**config.mk**
```make
export PLATFORM = sky130hd
export DESIGN_NAME = mpu_ls_controller
export DESIGN_NICKNAME = d
export VERILOG_FILES = /design/src/rtl/mpu_ls_controller.sv
export SDC_FILE = /design/constraint.sdc
export NUM_CORES = 1
export LEC_CHECK = 0
export BUFFER_PORTS_ARGS = -buffer_cell sky130_fd_sc_hd__buf_2
export CAP_MARGIN = 25
export CORE_MARGIN = 2
export CORE_UTILIZATION = 35
export DETAILED_ROUTE_END_ITERATION = 12
export PLACE_DENSITY_LB_ADDON = 0.15
export SKIP_CTS_REPAIR_TIMING = 1
export SLEW_MARGIN = 5
export SYNTH_ARGS = -nofsm -noshare
export SYNTH_HDL_FRONTEND = slang
export SYNTH_SLANG_ARGS = --single-unit
export TNS_END_PERCENT = 100
```
**constraint.sdc**
```tcl
create_clock -name clk -period 6 [get_ports clk]
set_clock_uncertainty 0.1 [all_clocks]
set_input_delay 0.3 -clock clk [delete_from_list [all_inputs] [get_ports clk]]
set_output_delay 0.3 -clock clk [all_outputs]
set_load 0.01 [all_outputs]
```
**src/rtl/mpu_ls_controller.sv**
```systemverilog
// Load/store sequencer for the MPU: accepts one command, validates it, drives the load/store unit enables and reports done/error.
// Latency: NOP or rejected command reaches done/error 2 cycles after accept; LOAD/STORE add the ack/complete wait (done 1 cycle after it is sampled).
// Backpressure: cmd_ready_out is high only in IDLE, so exactly one command is in flight at a time.
//
// Ports: clk/rst (async active-low); cmd_* command port (valid/ready); load_en_out/mem_load_* to the load unit;
//        store_en_out/reg_store_*_out/in to the store path; busy/done/error/err_code status; reg_valid_out loaded-register flags.
// Optional feature: define MPU_CTRL_TIMEOUT_EN to add a watchdog (TIMEOUT_CYCLES) on LOAD_RUN/STORE_RUN, reported as error code 5.
module mpu_ls_controller #(
    parameter int M               = 4,
    parameter int N               = 4,
    parameter int MBITS           = 2,
    parameter int NBITS           = 2,
    parameter int MATRIX_REG_SIZE = 2,
    parameter int TIMEOUT_CYCLES  = 256
) (
    input  logic                          clk,
    input  logic                          rst,
    input  logic                          cmd_valid_in,
    output logic                          cmd_ready_out,
    input  logic [1:0]                    cmd_op_in,
    input  logic [MATRIX_REG_SIZE-1:0]    cmd_addr_in,
    input  logic [MBITS:0]                cmd_m_in,
    input  logic [NBITS:0]                cmd_n_in,
    output logic                          load_en_out,
    input  logic                          mem_load_ack_in,
    input  logic                          mem_load_error_in,
    output logic                          store_en_out,
    output logic [MATRIX_REG_SIZE-1:0]    reg_store_addr_out,
    input  logic                          reg_store_complete_in,
    output logic                          busy_out,
    output logic                          done_out,
    output logic                          error_out,
    output logic [2:0]                    err_code_out,
    output logic [2**MATRIX_REG_SIZE-1:0] reg_valid_out
);

    localparam int NREG = 2**MATRIX_REG_SIZE;
    localparam logic [MBITS:0] M_LIM = (MBITS+1)'(M);
    localparam logic [NBITS:0] N_LIM = (NBITS+1)'(N);

    localparam logic [1:0] OP_NOP   = 2'd0;
    localparam logic [1:0] OP_LOAD  = 2'd1;
    localparam logic [1:0] OP_STORE = 2'd2;

    localparam logic [2:0] ERR_BAD_OP     = 3'd1;
    localparam logic [2:0] ERR_BAD_SIZE   = 3'd2;
    localparam logic [2:0] ERR_NOT_LOADED = 3'd3;
    localparam logic [2:0] ERR_LOAD       = 3'd4;

    typedef enum logic [2:0] {
        S_IDLE,
        S_CHECK,
        S_LOAD_RUN,
        S_STORE_RUN,
        S_DONE,
        S_ERR
    } state_t;

    state_t                       state_q, state_d;
    logic [1:0]                   op_q;
    logic [MATRIX_REG_SIZE-1:0]   addr_q;
    logic [MBITS:0]               m_q;
    logic [NBITS:0]               n_q;
    logic [NREG-1:0]              reg_valid_q, reg_valid_d;
    logic [2:0]                   err_d;
    logic                         size_bad;
    logic                         accept;

`ifdef MPU_CTRL_TIMEOUT_EN
    localparam int TO_W = $clog2(TIMEOUT_CYCLES + 1);
    // Counter value seen in the last allowed run cycle; the next edge times out.
    localparam logic [TO_W-1:0] TO_LAST = TO_W'(TIMEOUT_CYCLES - 1);
    logic [TO_W-1:0] to_cnt_q, to_cnt_d;
`else
    logic unused_cfg;
    assign unused_cfg = (TIMEOUT_CYCLES == 0);
`endif

    assign accept        = cmd_valid_in && cmd_ready_out;
    assign reg_valid_out = reg_valid_q;
    assign size_bad      = (m_q == '0) || (n_q == '0) || (m_q > M_LIM) || (n_q > N_LIM);

    // Next-state, error code and register-valid update.
    always_comb begin
        state_d     = state_q;
        err_d       = 3'd0;
        reg_valid_d = reg_valid_q;
`ifdef MPU_CTRL_TIMEOUT_EN
        to_cnt_d    = to_cnt_q;
`endif
        case (state_q)
            S_IDLE: begin
                if (accept) begin
                    state_d = S_CHECK;
                end
            end
            S_CHECK: begin
`ifdef MPU_CTRL_TIMEOUT_EN
                to_cnt_d = '0;
`endif
                if (op_q == OP_NOP) begin
                    state_d = S_DONE;
                end else if (op_q != OP_LOAD && op_q != OP_STORE) begin
                    state_d = S_ERR;
                    err_d   = ERR_BAD_OP;
                end else if (size_bad) begin
                    state_d = S_ERR;
                    err_d   = ERR_BAD_SIZE;
                end else if (op_q == OP_STORE && !reg_valid_q[addr_q]) begin
                    state_d = S_ERR;
                    err_d   = ERR_NOT_LOADED;
                end else if (op_q == OP_LOAD) begin
                    state_d = S_LOAD_RUN;
                end else begin
                    state_d = S_STORE_RUN;
                end
            end
            S_LOAD_RUN: begin
                // A failed load leaves the register contents undefined, so its flag drops.
                if (mem_load_error_in) begin
                    state_d             = S_ERR;
                    err_d               = ERR_LOAD;
                    reg_valid_d[addr_q] = 1'b0;
                end else if (mem_load_ack_in) begin
                    state_d             = S_DONE;
                    reg_valid_d[addr_q] = 1'b1;
                end
`ifdef MPU_CTRL_TIMEOUT_EN
                else if (to_cnt_q == TO_LAST) begin
                    state_d             = S_ERR;
                    err_d               = 3'd5;
                    reg_valid_d[addr_q] = 1'b0;
                end else begin
                    to_cnt_d = to_cnt_q + 1'b1;
                end
`endif
            end
            S_STORE_RUN: begin
                if (reg_store_complete_in) begin
                    state_d = S_DONE;
                end
`ifdef MPU_CTRL_TIMEOUT_EN
                else if (to_cnt_q == TO_LAST) begin
                    state_d = S_ERR;
                    err_d   = 3'd5;
                end else begin
                    to_cnt_d = to_cnt_q + 1'b1;
                end
`endif
            end
            S_DONE:  state_d = S_IDLE;
            S_ERR:   state_d = S_IDLE;
            default: state_d = S_IDLE;
        endcase
    end

    // State, command latch and registered outputs (decoded from the next state
    // so every output lines up with the state it describes).
    always_ff @(posedge clk or negedge rst) begin
        if (!rst) begin
            state_q            <= S_IDLE;
            op_q               <= 2'd0;
            addr_q             <= '0;
            m_q                <= '0;
            n_q                <= '0;
            reg_valid_q        <= '0;
            cmd_ready_out      <= 1'b1;
            load_en_out        <= 1'b0;
            store_en_out       <= 1'b0;
            reg_store_addr_out <= '0;
            busy_out           <= 1'b0;
            done_out           <= 1'b0;
            error_out          <= 1'b0;
            err_code_out       <= 3'd0;
        end else begin
            state_q     <= state_d;
            reg_valid_q <= reg_valid_d;
            if (accept) begin
                op_q   <= cmd_op_in;
                addr_q <= cmd_addr_in;
                m_q    <= cmd_m_in;
                n_q    <= cmd_n_in;
            end
            cmd_ready_out <= (state_d == S_IDLE);
            busy_out      <= (state_d != S_IDLE);
            load_en_out   <= (state_d == S_LOAD_RUN);
            store_en_out  <= (state_d == S_STORE_RUN);
            done_out      <= (state_d == S_DONE);
            error_out     <= (state_d == S_ERR);
            err_code_out  <= (state_d == S_ERR) ? err_d : 3'd0;
            // Address is only updated on entry to STORE_RUN and held otherwise.
            if (state_d == S_STORE_RUN) begin
                reg_store_addr_out <= addr_q;
            end
        end
    end

`ifdef MPU_CTRL_TIMEOUT_EN
    always_ff @(posedge clk or negedge rst) begin
        if (!rst) begin
            to_cnt_q <= '0;
        end else begin
            to_cnt_q <= to_cnt_d;
        end
    end
`endif

endmodule

```
==> reports/metrics.yaml <==
status:
  status: "finished, final reports clean"
global_routing:
  antenna_found_initial: 0
  grt_pass1_wl_um: 3750
  overflow: 0
  grt.met2_usage_pct: 20.0
  busiest_layer: "met2"
  grt_use_met1_pct: 14.3
  met3_usage_pct: 2.23
  grt_pass1_vias: 871
  grt_max_degree: 29
  grt.total_usage_pct: 11.6
synth:
  synth_top_area_share_pct: 51.7
  synthFlopType: "dfrtp_1"
  yosys-top-cells-area: "dfrtp_1, mux2_1, mux2_2"
  ys_seq_area_share_pct: 53.7
  synth_cell_types: 34
  syn_area_um2: 1310
  postSynthCellCount: 105
  synth_async_sr_flop_share_pct: 100
  syn-num-nets: 124
  ys_seq_elements: 28
  synth.largest_area_cell: "dfrtp_1"
  synth_edf_count: 0
  avgSynthCellArea_um2: 12.4
  yosys_warnings: 0
sta:
  fin_crit_sh_pct: 34.6
  rsz0062_at_grt: "false"
  worstMarginPinSlew_ns: 0.673
  hold_viol: 0
  setup_viol: 0
  slew_violations: 0
  min_period_ns: 2.08
  relSlewSlack_pct: 55.0
  setup-tns-final_ns: 0
  max_freq_ghz: 0.481
  whs_ns: 0.134
worst_setup_path:
  r2r_slack_ns: 3.92
  endpoint_kind: "flop"
  reg2reg_depth: 7
  worstPathArrival_ns: 2.14
  r2r-start: "op_q[0]"
  critical_path.reg2reg.endpoint: "reg_store_addr_out[1]"
  cp.required_ns: 6.06
  cp-start-kind: "flop"
  worstSetupPathType: "flop to flop"
  cp_max_fo: 4
placed_design:
  post_dp_cell_area_um2: 1490
  place_hpwl_um: 1670
  gp_congestion: 0.776
  port_buffers: 30
clock_tree:
  cts_tree: "done"
  clock_latency_ns: 0.27
  cts-htree-levels: 1
  clock_path_buffers: 2
  cts_buffers: 3
  cts_sinks: 28
  path_clk_slew_ns: 0.09
  clk_root_buffer_cell: "clkbuf_8"
routing:
  wl_per_cell_um: 11.9
  ant_nets: 0
  num_vias: 866
  firstDrtPassIters: 4
  totalWireLength_um: 2180
  via_per_inst: 4.71
  initialDrtViolationCount: 37
  drcViolationCount: 0
worst_hold_path:
  min_path_type: "input port to flop"
  hp-start: "cmd_n_in[1]"
  whs_endpoint: "n_q[1]"
  whs_path_depth: 2
final_layout:
  layout_common_cells: "buf_2, dfrtp_1, a21oi_1, nor2_1, mux2_1"
  area_growth_syn_to_layout_pct: 19.3
  utilization_pct: 42.9
  nets: 156
  drive_gt1_share_pct: 34.6
  stdcell_area_um2: 1560
  fill_cells: 368
  n_antenna_cell: 0
  final_common_cell: "buf_2"
pwr:
  powerDensity_nw_per_um2: 507
  leakage_nw: 0.769
  ir_drop_mv: 0.142
floorplanning:
  ios: 31
  die_h_um: 65.1
  design.die.area_um2: 4240
  fp.dieW_um: 65.1
  coreArea_um2: 3630
  core.rowCount: 22
  start_util_pct: 36.0
job:
  cap_violations: 0
-- report_power, final --
group	internal [W]	switching [W]	total, W
registers	0.000269	0.0000697	0.000339
logic	0.000174	0.000162	0.000336
clock network	0.0000587	0.0000559	0.000115
-- final cells by class --
class | instances | area, µm² | share of cell area [%]
flip-flops and latches | 28 | 702 | 45.1
multi-input cells | 67 | 558 | 35.8
repair buffers | 31 | 160 | 10.3
well taps | 48 | 60.1 | 3.86
clock buffers | 4 | 55.1 | 3.53
inverters | 6 | 22.5 | 1.45
-- Yosys cell counts, types with 2 or more instances --
cell      number
inv_1          5
mux2_4         3
o21a_1         2
nor2_1         6
nor2b_1        3
ha_1           3
o21ai_0        2
a21o_1         2
nor3_1         3
mux2_2         4
nand2_1        4
a21oi_1        7
a31oi_1        3
and2_1         2
clkbuf_1       2
dfrtp_1       27
nor3b_1        2
mux2_1         6
nand2b_1       4
-- worst max path at each step --
stage	slack, ns	cells past startpoint	end	from
after global placement	3.98	7	reg_store_addr_out[0]	op_q[0]
after detailed placement	3.95	7	reg_store_addr_out[0]	op_q[0]
after global routing	3.81	7	reg_store_addr_out[1]	op_q[0]
after CTS	3.92	7	reg_store_addr_out[0]	op_q[0]
after floorplan	4.05	7	reg_store_addr_out[0]	op_q[0]
final	3.92	7	reg_store_addr_out[1]	op_q[0]
-- worst max-delay path: stages, from the launching register on --
cell and delay [ns]:
dfrtp_1 0.38, inv_1 0.07, ha_1 0.34, a211o_1 0.27, a31oi_1 0.16, o21a_1 0.17, nor2b_4 0.18, mux2_4 0.30
-- metal layers --
layer | part of all wire [%] | vias to the layer above
met5 | 0 | -
met1 | 44 | 419
met3 | 5.5 | 5
li1 | - | 422
met4 | 1.7 | 0
met2 | 49 | 20
-- per-stage QoR --
step,setup slack [ns],power (W),instances
after global placement,3.98,0.000678,179
after CTS,3.92,0.000800,183
after detailed placement,3.95,0.000683,179
final,3.92,0.000789,184
after floorplan,4.05,0.000604,105
after global routing,3.81,0.000861,184
-- logic make-up (layout without fill, tap and decap cells) --
logic type | Yosys count | in the layout | synth area share [%]
multiplexers | 14 | 14 | 12.8
buffers and inverters | 10 | 41 | 3.54
AND/OR/NAND/NOR | 29 | 29 | 14.7
adder cells (fa/ha/maj) | 3 | 3 | 2.87
AO/OA/AOI/OAI | 21 | 21 | 12.3
flip-flops | 28 | 28 | 53.7
(Power assumes the default switching activity.)
